--- src/rtl/memory_arbiter_pkg.sv ---
// Shared encodings and the control payload for the I/D memory arbiter.
package memory_arbiter_pkg;

  localparam logic [1:0] ARB_IDLE    = 2'b00;
  localparam logic [1:0] ARB_OWN_I   = 2'b01;
  localparam logic [1:0] ARB_OWN_D   = 2'b10;
  localparam logic [1:0] ARB_RELEASE = 2'b11;

  localparam logic [1:0] OWNER_NONE = 2'b00;
  localparam logic [1:0] OWNER_I    = 2'b01;
  localparam logic [1:0] OWNER_D    = 2'b10;

  typedef struct packed {
    logic enable;
    logic op_init;
    logic op;
    logic op_done;
  } mem_ctrl_t;

  // Owner code seen by the mux for a given arbiter state.
  function automatic logic [1:0] owner_of(input logic [1:0] st);
    case (st)
      ARB_OWN_I: owner_of = OWNER_I;
      ARB_OWN_D: owner_of = OWNER_D;
      default:   owner_of = OWNER_NONE;
    endcase
  endfunction

endpackage

--- src/rtl/arb_port_mux.sv ---
// 2:1 ownership mux toward Memory plus response gating back to each requester.
module arb_port_mux
  import memory_arbiter_pkg::*;
#(
  parameter int unsigned ADDR_WIDTH = 12,
  parameter int unsigned LINE_WIDTH = 128
) (
  input  logic [1:0]            owner,
  input  logic                  force_done,
  input  mem_ctrl_t             i_ctrl,
  input  mem_ctrl_t             d_ctrl,
  input  logic [ADDR_WIDTH-1:0] i_address,
  input  logic [ADDR_WIDTH-1:0] d_address,
  input  logic [LINE_WIDTH-1:0] i_data_in,
  input  logic [LINE_WIDTH-1:0] d_data_in,
  input  logic [LINE_WIDTH-1:0] mem_data_out,
  input  logic                  mem_data_ready,
  input  logic                  memory_in_use,
  output mem_ctrl_t             mem_ctrl,
  output logic [ADDR_WIDTH-1:0] mem_address,
  output logic [LINE_WIDTH-1:0] mem_data_in,
  output logic [LINE_WIDTH-1:0] i_data_out,
  output logic [LINE_WIDTH-1:0] d_data_out,
  output logic                  i_data_ready,
  output logic                  d_data_ready,
  output logic                  i_in_use,
  output logic                  d_in_use
);

  always_comb begin
    mem_ctrl     = '0;
    mem_address  = '0;
    mem_data_in  = '0;
    i_data_out   = '0;
    d_data_out   = '0;
    i_data_ready = 1'b0;
    d_data_ready = 1'b0;
    case (owner)
      OWNER_I: begin
        mem_ctrl     = i_ctrl;
        mem_address  = i_address;
        mem_data_in  = i_data_in;
        i_data_out   = mem_data_out;
        i_data_ready = mem_data_ready;
      end
      OWNER_D: begin
        mem_ctrl     = d_ctrl;
        mem_address  = d_address;
        mem_data_in  = d_data_in;
        d_data_out   = mem_data_out;
        d_data_ready = mem_data_ready;
      end
      default: ;
    endcase
    // Watchdog release closes the Memory transaction on the hung owner's behalf.
    mem_ctrl.op_done = mem_ctrl.op_done | (force_done && (owner != OWNER_NONE));
  end

  assign i_in_use = memory_in_use | (owner == OWNER_D);
  assign d_in_use = memory_in_use | (owner == OWNER_I);

endmodule

--- src/rtl/memory_arbiter.sv ---
// Round-robin arbiter sharing one Memory between the I and D cache miss paths.
module memory_arbiter
  import memory_arbiter_pkg::*;
#(
  parameter int unsigned ADDR_WIDTH = 12,
  parameter int unsigned LINE_WIDTH = 128,
  parameter int unsigned MAX_HOLD   = 64
) (
  input  logic                  clk,
  input  logic                  reset,
  input  logic                  i_mem_enable,
  input  logic                  i_mem_op_init,
  input  logic                  i_mem_op,
  input  logic [ADDR_WIDTH-1:0] i_mem_address,
  input  logic [LINE_WIDTH-1:0] i_mem_data_in,
  input  logic                  i_mem_op_done,
  output logic [LINE_WIDTH-1:0] i_mem_data_out,
  output logic                  i_mem_data_ready,
  output logic                  i_memory_in_use,
  input  logic                  d_mem_enable,
  input  logic                  d_mem_op_init,
  input  logic                  d_mem_op,
  input  logic [ADDR_WIDTH-1:0] d_mem_address,
  input  logic [LINE_WIDTH-1:0] d_mem_data_in,
  input  logic                  d_mem_op_done,
  output logic [LINE_WIDTH-1:0] d_mem_data_out,
  output logic                  d_mem_data_ready,
  output logic                  d_memory_in_use,
  output logic                  mem_enable,
  output logic                  mem_op_init,
  output logic                  mem_op,
  output logic [ADDR_WIDTH-1:0] mem_address,
  output logic [LINE_WIDTH-1:0] mem_data_in,
  output logic                  mem_op_done,
  input  logic [LINE_WIDTH-1:0] mem_data_out,
  input  logic                  mem_data_ready,
  input  logic                  memory_in_use,
  output logic [1:0]            owner,
  output logic                  timeout
);

  localparam int unsigned CNT_W = (MAX_HOLD > 2) ? $clog2(MAX_HOLD) : 1;
  localparam logic [CNT_W-1:0] HOLD_LAST = CNT_W'(MAX_HOLD - 1);

  logic [1:0]       state, state_next;
  logic             last_grant_d, last_grant_d_next;
  logic [CNT_W-1:0] hold_cnt, hold_cnt_next;
  logic             own_enable, own_done;
  mem_ctrl_t        i_ctrl, d_ctrl, mem_ctrl;

  always_ff @(posedge clk) begin
    if (reset) begin
      state        <= ARB_IDLE;
      last_grant_d <= 1'b1;
      hold_cnt     <= '0;
    end else begin
      state        <= state_next;
      last_grant_d <= last_grant_d_next;
      hold_cnt     <= hold_cnt_next;
    end
  end

  assign own_enable = (state == ARB_OWN_D) ? d_mem_enable  : i_mem_enable;
  assign own_done   = (state == ARB_OWN_D) ? d_mem_op_done : i_mem_op_done;

  // Grant, release and watchdog decisions.
  always_comb begin
    state_next        = state;
    last_grant_d_next = last_grant_d;
    hold_cnt_next     = hold_cnt;
    timeout           = 1'b0;
    case (state)
      ARB_IDLE: begin
        hold_cnt_next = '0;
        if (!memory_in_use) begin
          if (i_mem_enable && (!d_mem_enable || last_grant_d)) begin
            state_next        = ARB_OWN_I;
            last_grant_d_next = 1'b0;
          end else if (d_mem_enable) begin
            state_next        = ARB_OWN_D;
            last_grant_d_next = 1'b1;
          end
        end
      end
      ARB_OWN_I, ARB_OWN_D: begin
        if (!own_enable || own_done) begin
          state_next = ARB_RELEASE;
        end else if (hold_cnt == HOLD_LAST) begin
          timeout    = 1'b1;
          state_next = ARB_RELEASE;
        end else begin
          hold_cnt_next = hold_cnt + CNT_W'(1);
        end
      end
      default: state_next = ARB_IDLE;
    endcase
  end

  assign owner  = owner_of(state);
  assign i_ctrl = '{enable: i_mem_enable, op_init: i_mem_op_init, op: i_mem_op, op_done: i_mem_op_done};
  assign d_ctrl = '{enable: d_mem_enable, op_init: d_mem_op_init, op: d_mem_op, op_done: d_mem_op_done};

  arb_port_mux #(
    .ADDR_WIDTH(ADDR_WIDTH),
    .LINE_WIDTH(LINE_WIDTH)
  ) u_mux (
    .owner          (owner),
    .force_done     (timeout),
    .i_ctrl         (i_ctrl),
    .d_ctrl         (d_ctrl),
    .i_address      (i_mem_address),
    .d_address      (d_mem_address),
    .i_data_in      (i_mem_data_in),
    .d_data_in      (d_mem_data_in),
    .mem_data_out   (mem_data_out),
    .mem_data_ready (mem_data_ready),
    .memory_in_use  (memory_in_use),
    .mem_ctrl       (mem_ctrl),
    .mem_address    (mem_address),
    .mem_data_in    (mem_data_in),
    .i_data_out     (i_mem_data_out),
    .d_data_out     (d_mem_data_out),
    .i_data_ready   (i_mem_data_ready),
    .d_data_ready   (d_mem_data_ready),
    .i_in_use       (i_memory_in_use),
    .d_in_use       (d_memory_in_use)
  );

  assign mem_enable  = mem_ctrl.enable;
  assign mem_op_init = mem_ctrl.op_init;
  assign mem_op      = mem_ctrl.op;
  assign mem_op_done = mem_ctrl.op_done;

endmodule
--- config.mk ---
export PLATFORM = sky130hd
export DESIGN_NAME = memory_arbiter
export DESIGN_NICKNAME = d
export VERILOG_FILES = /design/src/rtl/memory_arbiter_pkg.sv /design/src/rtl/arb_port_mux.sv /design/src/rtl/memory_arbiter.sv
export SDC_FILE = /design/constraint.sdc
export NUM_CORES = 1
export LEC_CHECK = 0
export BUFFER_PORTS_ARGS = -buffer_cell sky130_fd_sc_hd__buf_2
export CAP_MARGIN = 25
export CORE_AREA = 10 10 312 314
export CTS_CLUSTER_SIZE = 12
export DETAILED_ROUTE_END_ITERATION = 12
export DIE_AREA = 0 0 322 324
export PLACE_DENSITY_LB_ADDON = 0.1
export SLEW_MARGIN = 40
export SYNTH_ARGS = -nofsm -noshare
export SYNTH_HDL_FRONTEND = slang
export SYNTH_SLANG_ARGS = --single-unit
--- constraint.sdc ---
create_clock -name clk -period 2.02 [get_ports clk]
set_input_delay 0.404 -clock clk [delete_from_list [all_inputs] [get_ports clk]]
set_output_delay 0.404 -clock clk [all_outputs]
set_load 0.05 [all_outputs]
# Word-level counts from Yosys, hierarchy flattened
# Cells that the tools add are included.
# W data, S select, Z words.
# word_totals
regBits,9
elab_cells,56
inputBits,420
out_inout_bits,407
# classes
eq_ne,10
bitwise_logic,4
n_addsub,1
muxes,24
n_reduce_logical,14
# ops
cell,n
$mux W128,2
$pmux W128 S2,1
$pmux W12 S2,1
$mux W6,2
$pmux W6 S2,1
$mux W2,5
$mux W1,9
$reduce_and A3 Y1,3
$pmux W2 S2,2
$pmux W4 S2,1
$add A6 B1 Y6 const B,1
$eq A6 B6 Y1 const B,1
$ne A2 B2 Y1 const B,3
$ne A3 B3 Y1 const B,2
$reduce_bool A2 Y1,3
$eq A2 B1 Y1 const B,2
$eq A2 B2 Y1 const B,2
$or A1 B1 Y1,3
$logic_and A1 B1 Y1,2
$logic_not A1 Y1,2
$logic_not A2 Y1,1
$logic_or A1 B1 Y1,2
$reduce_or A2 Y1,1
$not A1 Y1,1

# Logic depth before layout (Yosys ltp)
# logic_depth
word_depth,8
depth_mapped,7

# Hierarchy
# A second synthesis with hierarchy kept.
# unflattened
cells_unflattened,702
hier_area_um2,4465.5
# by_module_without_submodules
module,seq_area_each_um2,n_inst,area_per_inst_um2,cells_each
arb_port_mux,0.0,1,3849.9,631
memory_arbiter,180.2,1,615.6,71

# Least setup slack after synthesis
# Ideal clock, no wire load.
# synth_timing
path_kind,register to output
startpoint,register state[0]
endpoint,output port mem_op_done
arrival_time_ps,2932
slack_ps,-1316
path_stages_with_launch,7
path_cell_list,dfxtp_1 inv_1 ha_1 and3b_1 o21ai_1 nor3_1 a21o_1
# synth_rtl
element,line,rtl
from (decl),memory_arbiter.sv:45,"logic [1:0] state, state_next;"
from (signal assigned),memory_arbiter.sv:57,state <= state_next;
$eq A2 B2 Y1 or $eq A2 B1 Y1 (tied branches),memory_arbiter_pkg.sv:22,case (st)
$pmux W2 S2 (*),memory_arbiter_pkg.sv:22,
via owner[1],memory_arbiter.sv:38,"output logic [1:0] owner,"
"$eq A2 B2 Y1, or another cell as far along",arb_port_mux.sv:38,case (owner)
$pmux W4 S2 or $logic_and A1 B1 Y1 (tied branches),"arb_port_mux.sv:38, arb_port_mux.sv:56",
$or A1 B1 Y1 (*),arb_port_mux.sv:56,mem_ctrl.op_done = mem_ctrl.op_done | (force_done && (owner != OWNER_NONE));
to (decl),memory_arbiter.sv:34,"output logic mem_op_done,"
# The timed path passes the listed nets; every way through them passes the cells marked *.

# Worst setup path after layout
# layout_timing
startpoint,register state[0]
endpoint,output port mem_data_in[122]
# layout_between
elab_chain_cells,4
# layout_lines
element,line,rtl
$eq A2 B2 Y1 or $eq A2 B1 Y1 (tied branches),memory_arbiter_pkg.sv:22,
$pmux W2 S2 (*),memory_arbiter_pkg.sv:22,
$eq A2 B2 Y1 or $eq A2 B1 Y1 (tied branches),arb_port_mux.sv:38,
$pmux W128 S2 (*),arb_port_mux.sv:38,
to (decl),memory_arbiter.sv:33,"output logic [LINE_WIDTH-1:0] mem_data_in,"
# Every way passes the cells marked *; elsewhere a longest branch is shown, timed or not.

==> flow_summary.json <==
{
  "dp_cells": 2747,
  "synth_area_per_cell_um2": 6.49,
  "die-height_um": 324,
  "area_growth_pct": 270,
  "path_class": "reg -> out",
  "drcViolationCount": 0,
  "dieArea_mm2": 0.104,
  "start_kind": "flop",
  "hpwl_um": 55100,
  "grt_max_degree": 31,
  "cts_tree": "done",
  "worst_clock_skew_ps": 3.69,
  "maxSlewViolCount": 0,
  "ctsLongestPathBuffers": 2,
  "hold_buffers": 0,
  "hold_violations": 0,
  "drt_iter0_markers": 303,
  "instances_no_fill": 2810,
  "clk_latency_ps": 230,
  "final_layout_size_suffix_gt1_frac": 0.824,
  "tightest_slew_ps": 485,
  "synth_cell_types": 40,
  "power_uw": 18800,
  "status": "finished, violations left",
  "slew_headroom": 0.673,
  "layout_setup_ws_ps": -201,
  "htreeDepth": 1,
  "drt_pre_antenna_iters": 4,
  "start_util": 0.0503,
  "ys_async_sr_fraction": 0,
  "period_needed_ps": 2220,
  "gp_congestion": 0.788,
  "ant_nets": 0,
  "grt_pass1_wl_um": 82500,
  "cp_data_required_time_ps": 1620,
  "die_w_um": 322,
  "synth_ff_type": "dfxtp_1",
  "port_buffers": 826,
  "final.setup.tns_ps": -27970,
  "max_freq_mhz": 450,
  "synth_fp_nets": 1133,
  "grt_pass1_vias": 9800,
  "rows": 111,
  "io_pins": 827,
  "final_net_count": 2045,
  "track_usage": 0.111,
  "synth_edf_count": 0,
  "path_clk_slew_ps": 40,
  "violations": "negative setup slack",
  "viasPerCell": 3.25,
  "via_count": 9132,
  "p_per_area_mw_per_mm2": 1110,
  "wirelength_um": 64700,
  "critPathArrivalTime_ps": 1820,
  "hp-class": "reg -> reg",
  "leakage_uw": 0.00730,
  "drv_cap": 0,
  "rsz0062_at_grt": "true",
  "finalCritPeriodShare": 1.10,
  "yosysWarnings": 0,
  "peakVddDrop_mv": 0.422,
  "cts_inserted_buffers": 3,
  "setup_violations": 373,
  "grt-ovfl-total": 0,
  "syn_inst": 706,
  "synth-seq-cells": 9,
  "clockRootBuffer": "clkbuf_16",
  "wire_per_inst_um": 23.0,
  "critPathMaxFanout": 13,
  "crit_path_end_kind": "output pin",
  "core-area_mm2": 0.0911,
  "synth_sequential_area_ratio": 0.0393,
  "antenna_found_initial": 39,
  "place_ws_ps": -156,
  "syn_area_mm2": 0.00458,
  "cts.sinks": 9
}
[worst max-delay path, cell delays in order (launching register included)]
cell     delay, ps
dfxtp_2        330
buf_6          120
ha_4           180
buf_12         150
buf_4          180
a22oi_2        240
buf_4          170
nor2b_4         40
buf_12         140
[flip-flops by register name (all words and copies together) (netlist names)]
| register | flops |
|---|---|
| hold_cnt | 6 |
| state | 2 |
| last_grant_d | 1 |
[layer usage]
metal | up-vias | part of all wire | global-route usage
li1 | 4241 | - | -
met1 | 4295 | 0.38 | 0.126
met2 | 516 | 0.51 | 0.200
met3 | 74 | 0.097 | 0.0417
met4 | 6 | 0.011 | 0.0125
met5 | - | 0.00059 | 0
[cells by family after synthesis]
logic type	share of synthesized area
AO/OA/AOI/OAI	0.278
AND/OR/NAND/NOR	0.592
multiplexers	0.00219
flip-flops	0.0393
buffers and inverters	0.0697
adder cells (fa/ha/maj)	0.0191
[stage by stage]
stage | util | hold slack, ps | cell area (um2)
4_1_cts | 0.169 | 471 | 15400
2_1_floorplan | - | 436 | 5760
5_1_grt | 0.186 | 503 | 16900
3_5_place_dp | 0.146 | 457 | 13300
3_3_place_gp | 0.146 | 456 | 13300
6_report | 0.186 | 463 | 16900
[area by class of cell]
class	count	area [um2]
diodes	7	17.5
clock buffers	4	78.8
fillers	10200	74200
inverters	6	27.5
multi-input cells	612	6030
flip-flops and latches	9	183
well taps	1186	1480
repair buffers	986	9100
[where the power goes]
part           leakage (uW)  internal [uW]  switching (uW)
registers         0.0000738            202            20.5
logic               0.00719           8190           10000
clock network     0.0000382            264            87.0
total               0.00730           8650           10100
[cell usage in the layout, fill, tap and decap left out, drive strengths merged, types with 2 or more instances in the layout]
| cell | instances |
|---|---|
| nor2b | 143 |
| or2 | 2 |
| inv | 6 |
| nand2 | 13 |
| nand2b | 2 |
| a21oi | 3 |
| a211o | 2 |
| o21ai | 4 |
| nor3 | 2 |
| nand3 | 3 |
| nor2 | 4 |
| dfxtp | 9 |
| buf | 969 |
| and2 | 259 |
| a22oi | 143 |
| diode | 7 |
| a31oi | 2 |
| ha | 7 |
| clkbuf | 21 |
| o211ai | 2 |
| nand3b | 3 |
[final timing paths]
| path | start | end | slack, ps | cells past startpoint |
|---|---|---|---|---|
| worst max-delay path | state[0]$_SDFFE_PP0P_ | mem_data_in[122] | -200 | 8 |
| worst max register to register | state[1]$_SDFFE_PP0P_ | hold_cnt[5]$_SDFFE_PP0P_ | -70 | 8 |
| worst min register to register | last_grant_d$_SDFFE_PP1P_ | last_grant_d$_SDFFE_PP1P_ | 460 | 2 |
| worst min-delay path | last_grant_d$_SDFFE_PP1P_ | last_grant_d$_SDFFE_PP1P_ | 460 | 2 |
[timing repair]
action                     CTS  global route
setup endpoints to repair  384           396
cloned                      14             4
pin swaps                   26            42
resized for setup          414           525
setup buffers               21            19
[synth_stat cells, drive strengths merged (2+ instances only)]
library cell | n | area [um2]
o211ai | 2 | 15.0
nand3 | 3 | 20.0
a211o | 2 | 17.5
or2 | 2 | 12.5
nor3 | 2 | 10.0
a31oi | 2 | 12.5
a22oi | 143 | 1070
o21ai | 4 | 20.0
nor2b | 143 | 895
dfxtp | 9 | 180
nand2 | 13 | 48.8
inv | 6 | 22.5
nand3b | 3 | 22.5
nand2b | 2 | 12.5
and2 | 259 | 1620
a21oi | 3 | 15.0
ha | 7 | 87.6
nor2 | 4 | 15.0
clkbuf | 78 | 293
Power figures use the tool's default switching activity.
